File: src/rtl/fa_pipe_acc.sv
// Pipelined add/subtract/accumulate unit with optional signed saturation,
// carry/overflow flags and valid/ready handshakes on both sides.
module fa_pipe_acc #(
    parameter int WIDTH = 16,
    parameter int LAT   = 2
) (
    input  logic             clk,
    input  logic             rst,
    input  logic             in_valid,
    output logic             in_ready,
    input  logic [WIDTH-1:0] a,
    input  logic [WIDTH-1:0] b,
    input  logic [1:0]       mode,
    input  logic             sat,
    output logic             out_valid,
    input  logic             out_ready,
    output logic [WIDTH-1:0] out,
    output logic             carry,
    output logic             ovf
);

    typedef enum logic [1:0] {
        OP_ADD  = 2'd0,
        OP_SUB  = 2'd1,
        OP_ACC  = 2'd2,
        OP_LOAD = 2'd3
    } op_t;

    localparam logic [WIDTH-1:0] MAX_POS = {1'b0, {(WIDTH-1){1'b1}}};
    localparam logic [WIDTH-1:0] MIN_NEG = {1'b1, {(WIDTH-1){1'b0}}};

    logic [WIDTH-1:0] acc;
    logic [LAT-1:0]   vld_q;
    logic [WIDTH-1:0] res_q   [LAT];
    logic [LAT-1:0]   carry_q;
    logic [LAT-1:0]   ovf_q;

    logic             stall;
    logic             accept;
    op_t              op;
    logic [WIDTH-1:0] opa;
    logic [WIDTH-1:0] opb;
    logic [WIDTH:0]   sum;
    logic [WIDTH:0]   diff;
    logic [WIDTH-1:0] raw;
    logic [WIDTH-1:0] res;
    logic             c_n;
    logic             o_n;

    assign stall     = out_valid & ~out_ready;
    assign in_ready  = ~stall;
    assign accept    = in_valid & in_ready;
    assign out_valid = vld_q[LAT-1];
    assign out       = res_q[LAT-1];
    assign carry     = carry_q[LAT-1];
    assign ovf       = ovf_q[LAT-1];

    assign op = op_t'(mode);

    always_comb begin
        opa  = (op == OP_ACC) ? acc : a;
        opb  = (op == OP_ACC) ? a : b;
        sum  = {1'b0, opa} + {1'b0, opb};
        diff = {1'b0, a} - {1'b0, b};
        raw  = sum[WIDTH-1:0];
        c_n  = 1'b0;
        o_n  = 1'b0;
        unique case (op)
            OP_ADD, OP_ACC: begin
                raw = sum[WIDTH-1:0];
                c_n = sum[WIDTH];
                o_n = (opa[WIDTH-1] == opb[WIDTH-1]) && (raw[WIDTH-1] != opa[WIDTH-1]);
            end
            OP_SUB: begin
                // bit WIDTH of the zero-extended difference is already the borrow
                raw = diff[WIDTH-1:0];
                c_n = diff[WIDTH];
                o_n = (a[WIDTH-1] != b[WIDTH-1]) && (raw[WIDTH-1] != a[WIDTH-1]);
            end
            OP_LOAD: begin
                raw = a;
            end
            default: ;
        endcase
        // a wrapped negative result means positive overflow and vice versa
        if (sat && o_n)
            res = raw[WIDTH-1] ? MAX_POS : MIN_NEG;
        else
            res = raw;
    end

    always_ff @(posedge clk or posedge rst) begin
        if (rst) begin
            acc     <= '0;
            vld_q   <= '0;
            carry_q <= '0;
            ovf_q   <= '0;
            for (int unsigned i = 0; i < LAT; i++)
                res_q[i] <= '0;
        end else begin
            if (accept && mode[1])
                acc <= res;
            if (!stall) begin
                vld_q[0] <= accept;
                if (accept) begin
                    res_q[0]   <= res;
                    carry_q[0] <= c_n;
                    ovf_q[0]   <= o_n;
                end
                for (int unsigned i = 1; i < LAT; i++) begin
                    vld_q[i]   <= vld_q[i-1];
                    res_q[i]   <= res_q[i-1];
                    carry_q[i] <= carry_q[i-1];
                    ovf_q[i]   <= ovf_q[i-1];
                end
            end
        end
    end

endmodule

File: config.mk
export PLATFORM = sky130hd
export DESIGN_NAME = fa_pipe_acc
export DESIGN_NICKNAME = d
export VERILOG_FILES = /design/src/rtl/fa_pipe_acc.sv
export SDC_FILE = /design/constraint.sdc
export NUM_CORES = 1
export LEC_CHECK = 0
export CORE_UTILIZATION = 53
export DETAILED_ROUTE_END_ITERATION = 12
export GPL_TIMING_DRIVEN = 0
export PLACE_DENSITY = 0.85
export SLEW_MARGIN = 20
export SYNTH_ARGS = -nofsm -noshare
export SYNTH_HDL_FRONTEND = slang
export SYNTH_SLANG_ARGS = --single-unit
File: constraint.sdc
create_clock -name clk -period 3.3 [get_ports clk]
set_clock_uncertainty 0.1 [all_clocks]
set_input_delay 0.33 -clock clk [delete_from_list [all_inputs] [get_ports clk]]
set_output_delay 0.33 -clock clk [all_outputs]
set_load 0.005 [all_outputs]
Yosys cells after proc, flatten, opt, wreduce, memory -nomap -nowiden
Cells that the tools add are included.

operators by class
  $add $sub $neg = 2
  equality and inequality tests = 7
  shift-type cells = 0
  muxes and demuxes = 7
  reduce and logical (&&, ||, !) cells = 7
  divide/modulo/power cells = 0
  order comparisons = 0
  bitwise logic cells = 4
  multipliers = 0

operator list
  operator                                                         count
  16-bit 2-to-1 mux                                                4
  16-bit one-hot mux with 3 select lines                           1
  16-bit by 16-bit adder with 17-bit output                        1
  16-bit by 16-bit subtractor with 17-bit output                   1
  2-bit == test, second input constant                             2
  1-bit logical AND                                                4
  1-bit one-hot mux with 2 select lines                            2
  1-bit inequality test                                            3
  1-bit bitwise AND                                                2
  2-bit by 1-bit == test with 1-bit output, second input constant  1
  2-bit logical NOT                                                1
  1-bit NOT                                                        2
  2-bit AND reduction                                              1
  2-bit OR reduction                                               1
  1-bit == test                                                    1

word-level totals
  register bits after elaboration = 54
  bits in latches = 0
  ROM bits = 0
  memories kept = 0
  word-level logic and storage cells = 35
  bits in writable memories = 0

Logic depth before layout (Yosys ltp)
  depth after elaboration = 8
  gate-level depth with buffers = 17

Least setup slack after synthesis
No wires, ideal clock.

  kind = in2reg
  from = input mode[0]
  to = register acc[10]
  required time = 3.075 ns
  cell stages on the path = 16
  data arrival time = 3.642 ns
  setup slack = -0.567 ns
  library setup time = 0.125 ns
  cell sequence = clkbuf_1 inv_2 nand2_1 clkbuf_1 mux2_2 ha_1 inv_1 fa_1 nor2b_1 o31ai_1 a21oi_1 or2_1 a2111oi_0 a211o_1 mux2i_1 mux2_2

on the way
  cells in the longest elaborated chain, start to end = 8

ends and longest elaborated chain
  element                                    RTL line    RTL
  start, declared                            13          input logic [1:0] mode,
  2-bit == test                              61, 62, 68
  16-bit 2-to-1 mux (on tied branches)       61, 62
  16-bit by 16-bit adder with 17-bit output  63          sum = {1'b0, opa} + {1'b0, opb};
  1-bit inequality test                      72          o_n = (opa[WIDTH-1] == opb[WIDTH-1]) && (raw[WIDTH-1] != opa[WIDTH-1]);
  1-bit logical AND                          72
  1-bit one-hot mux with 2 select lines      68          unique case (op)
  1-bit logical AND                          86          if (sat && o_n)
  16-bit 2-to-1 mux *                        86
  end signal, assigned                       102         acc <= res;
  end, declared                              32          logic [WIDTH-1:0] acc;

Mark *: on every way between the ends. The rest lies on a longest branch, timed or not.
A chain may end at the register's enable or synchronous reset.

Worst setup path after layout
  from = input mode[0]
  to = register acc[9]

The elaborated chain is that of the path after synthesis.

==> metrics.md <==
| Metric | Value |
|---|---|
| Vias post-DR | 4,157 |
| Nets | 641 |
| Maximum VDD drop | 0.2319 mV |
| Ports | 59 |
| Drt pass-1 iters | 4 |
| Worst path bufs/invs | 5 |
| Clk buf depth | 2 |
| Die width | 95.59 µm |
| Most frequent CP cell | clkbuf_4 |
| Met3 routed WL | 776 µm |
| GRT Resource Usage Total | 26.90% |
| Mux contribution to synthesized area | 18.30% |
| Normalized max-slew margin | 51.56% |
| Mean Syn Cell Area | 9.435 µm² |
| Syn Nets | 565 |
| Pre-CTS setup slack | -0.7181 ns |
| Yosys reg bits | 54 |
| Worst path cell trace | buf_6, inv_4, nand2_8, buf_8, mux2_2, ha_4, and2_0, clkbuf_4, o211ai_1, a31oi_2, nor2_1, a221o_1, clkbuf_4, or2_1, a31oi_1 |
| Post-synth top cells | 63 x mux2_2, 54 x dfrtp_1, 42 x nand2_1 |
| Port buffer count | 57 |
| Clk sink count | 54 |
| CTS tree | done |
| Synth warnings | 0 |
| Tcrit/Tclk final | 100.6% |
| Power Total | 3.132 mW |
| Layout cells sized above 1 | 27.77% |
| CP Max Fanout | 10 |
| Failing checks | setup timing |
| Worst r2r path cells | 12 |
| Remaining DRCs | 0 |
| Die H | 95.59 µm |
| Core area | 0.008341 mm² |
| Final setup fails | 1 |
| Largest net degree at the start of global routing | 31 |
| Initial Util | 55.66% |
| Crit. End Element | flop |
| First-pass GRT wire length | 18,960 µm |
| RR Startpoint | acc[1] |
| Clock latency on the worst-skew pair | 0.31 ns |
| Fin Hold WS | 0.2851 ns |
| Slowest-stage cell, CP | a221o_1 |
| Post-Route WL | 12,580 µm |
| Area Growth Syn to Fin | 27.57% |
| Tightest Hold Check Type | input port to async pin |
| Final instance area | 0.005922 mm² |
| Synth top area share | 29.11% |
| Top_reg_cell synth | dfrtp_1 |
| Routed WL per cell | 18.67 µm |
| Initial antenna violation count | 0 |
| EDFF count, synth | 0 |
| Cell Area, Placed | 0.005464 mm² |
| FP Rows | 33 |
| CTS root buf | clkbuf_8 |
| Simple-Gate Fraction of Synth Area | 11.51% |
| Adder-Cell Fraction of Synth Area | 9.488% |
| Top Metal Used | met4 |
| Die area | 0.009136 mm² |
| R2r endpoint | acc[9] |
| DR iter-0 viols | 284 |
| Max Clock Freq | 301.2 MHz |
| Post-synth top area cell | dfrtp_1 |
| Ant diodes | 0 |
| Status | finished with violations |
| Antenna-violating nets left | 0 |
| Worst-Margin Slew | 0.7266 ns |
| Final Hold Viols | 0 |
| Hold_buf cts | 0 |
| Top delay family on crit path | compound AO/OA/AOI/OAI gates |
| R2R Setup Slk | 0.06 ns |
| H-tree levels | 2 |
| Compound-Gate Fraction of Synth Area | 21.48% |
| Total CTS buffers | 5 |
| DP Wirelength | 9015 µm |
| FILL cells | 614 |
| Grt total ovfl | 0 |
| Max Cap Viol | 0 |
| GP Congestion | 0.9427 |
| Mapped cell area | 0.004642 mm² |
| Most frequent cell after synthesis | mux2_2 |
| Max incr delay on CP | 0.41 ns |
| Clk pin slew, worst setup/hold paths | 0.10 ns |
| Worst Path Required | 3.41 ns |
| Slew Viols, Final | 0 |
| Post-Synthesis Cells | 492 |
| LEAKAGE | 2.564 nW |
| Fin crit period | 3.320 ns |
| Critical path data arrival time | 3.43 ns |
| Netlist cell types | 58 |
| Vias/cell | 6.168 |
| Routed wl met2 | 6160 µm |
| Sequential area share after synthesis | 29.11% |
| Synth area leaders | dfrtp_1 29%, mux2_2 15%, ha_1 8.6% |
| Crit path kind | input port to flop |
| Number of global-route vias before repair | 3,947 |
| Pwr Density | 528.9 mW/mm² |
| Post-synth ARST share | 100.0% |
| M1 WL | 5264 µm |
| Crit. Startpoint | mode[0] |
| Synth Area in XOR/XNOR | 2.830% |
| Combinational family with the most area after synthesis | compound AO/OA/AOI/OAI gates |
| Setup crit start kind | input port |
| Setup ws final | -0.01989 ns |
[cell families after synthesis]
group / count (synthesis)
buf+inv: 67
xor+xnor: 15
compound gates: 132
simple gates: 113
fa+ha+maj: 34
mux: 77
flops: 54
[what timing repair did]
item,4_1_cts,5_1_grt
endpoints found under the setup margin,33,32
pin swaps,4,10
gates resized for setup,13,39
gates cloned,0,4
buffers inserted,3,4
[registers in the layout, summed over array words and instances (netlist names)]
signal	flops
acc	16
carry_q	2
out	16
ovf_q	2
res_q	16
vld_q	2
[per-layer routing]
metal | vias up | global-route usage (%)
met1 | 1987 | 35.16
met3 | 41 | 2.951
met2 | 194 | 45.65
met4 | 0 | 10.07
li1 | 1935 | -
met5 | - | 0
[report_power, final]
group / switching, mW / total, mW / internal [mW]
clock network: 0.219 / 0.445 / 0.227
logic: 0.721 / 1.63 / 0.907
registers: 0.151 / 1.06 / 0.907
[cells in the final DEF, fill, tap and decap left out, types with 6 or more instances in the layout]
cell,netlist,routed
a21o_1,6,6
a21oi_1,23,20
a31o_1,9,9
a31oi_1,11,10
and2_1,12,12
buf_4,16,22
clkbuf_1,15,10
clkdlybuf4s50_1,0,54
dfrtp_1,54,54
ha_1,32,23
ha_4,0,8
inv_1,28,26
mux2_2,63,63
mux2i_1,14,9
nand2_1,42,41
nor2_1,24,24
nor2b_1,8,6
nor3_1,7,7
o211ai_1,7,7
o21a_1,11,11
o21ai_0,14,12
xnor2_1,8,8
xor2_1,7,6
[worst max path at each step]
stage	to	slack [ns]	cells after the start
after CTS	acc[13]	0.01	14
after floorplan	acc[13]	0.01	15
after global placement	acc[12]	-0.76	15
final	acc[9]	-0.02	15
after detailed placement	acc[12]	-0.72	15
after global routing	acc[9]	-0.13	14
[cell type report]
class	count	area [µm²]	share of cell area [%]
tap	105	131.4	2.218
clock buffer	6	72.57	1.225
sequential	54	1351	22.82
buffer	37	270.3	4.564
clock inverter	2	37.54	0.6338
multi-input combinational	371	3211	54.22
inverter	30	115.1	1.944
timing repair buffer	69	733.2	12.38
[per-stage QoR]
step / TNS [ns] / utilization (%) / cells
after detailed placement: -22.26 / 65.51 / 655
after global routing: -0.8092 / 71.00 / 674
after CTS: 0 / 67.78 / 666
after floorplan: 0 / - / 492
after global placement: -21.63 / 65.27 / 654
final: -0.01989 / 71.00 / 674
[worst reg2reg max path, stage by stage, from the launching register on]
cell and delay (ns):
dfrtp_1 0.39, mux2_2 0.29, ha_1 0.32, a211oi_2 0.23
o21ai_2 0.12, o211ai_1 0.29, a31o_2 0.24, a211oi_2 0.09
a311oi_4 0.31, buf_6 0.22, clkbuf_16 0.16, o211ai_2 0.12
a31oi_1 0.27
Power figures use the tool's default switching activity.
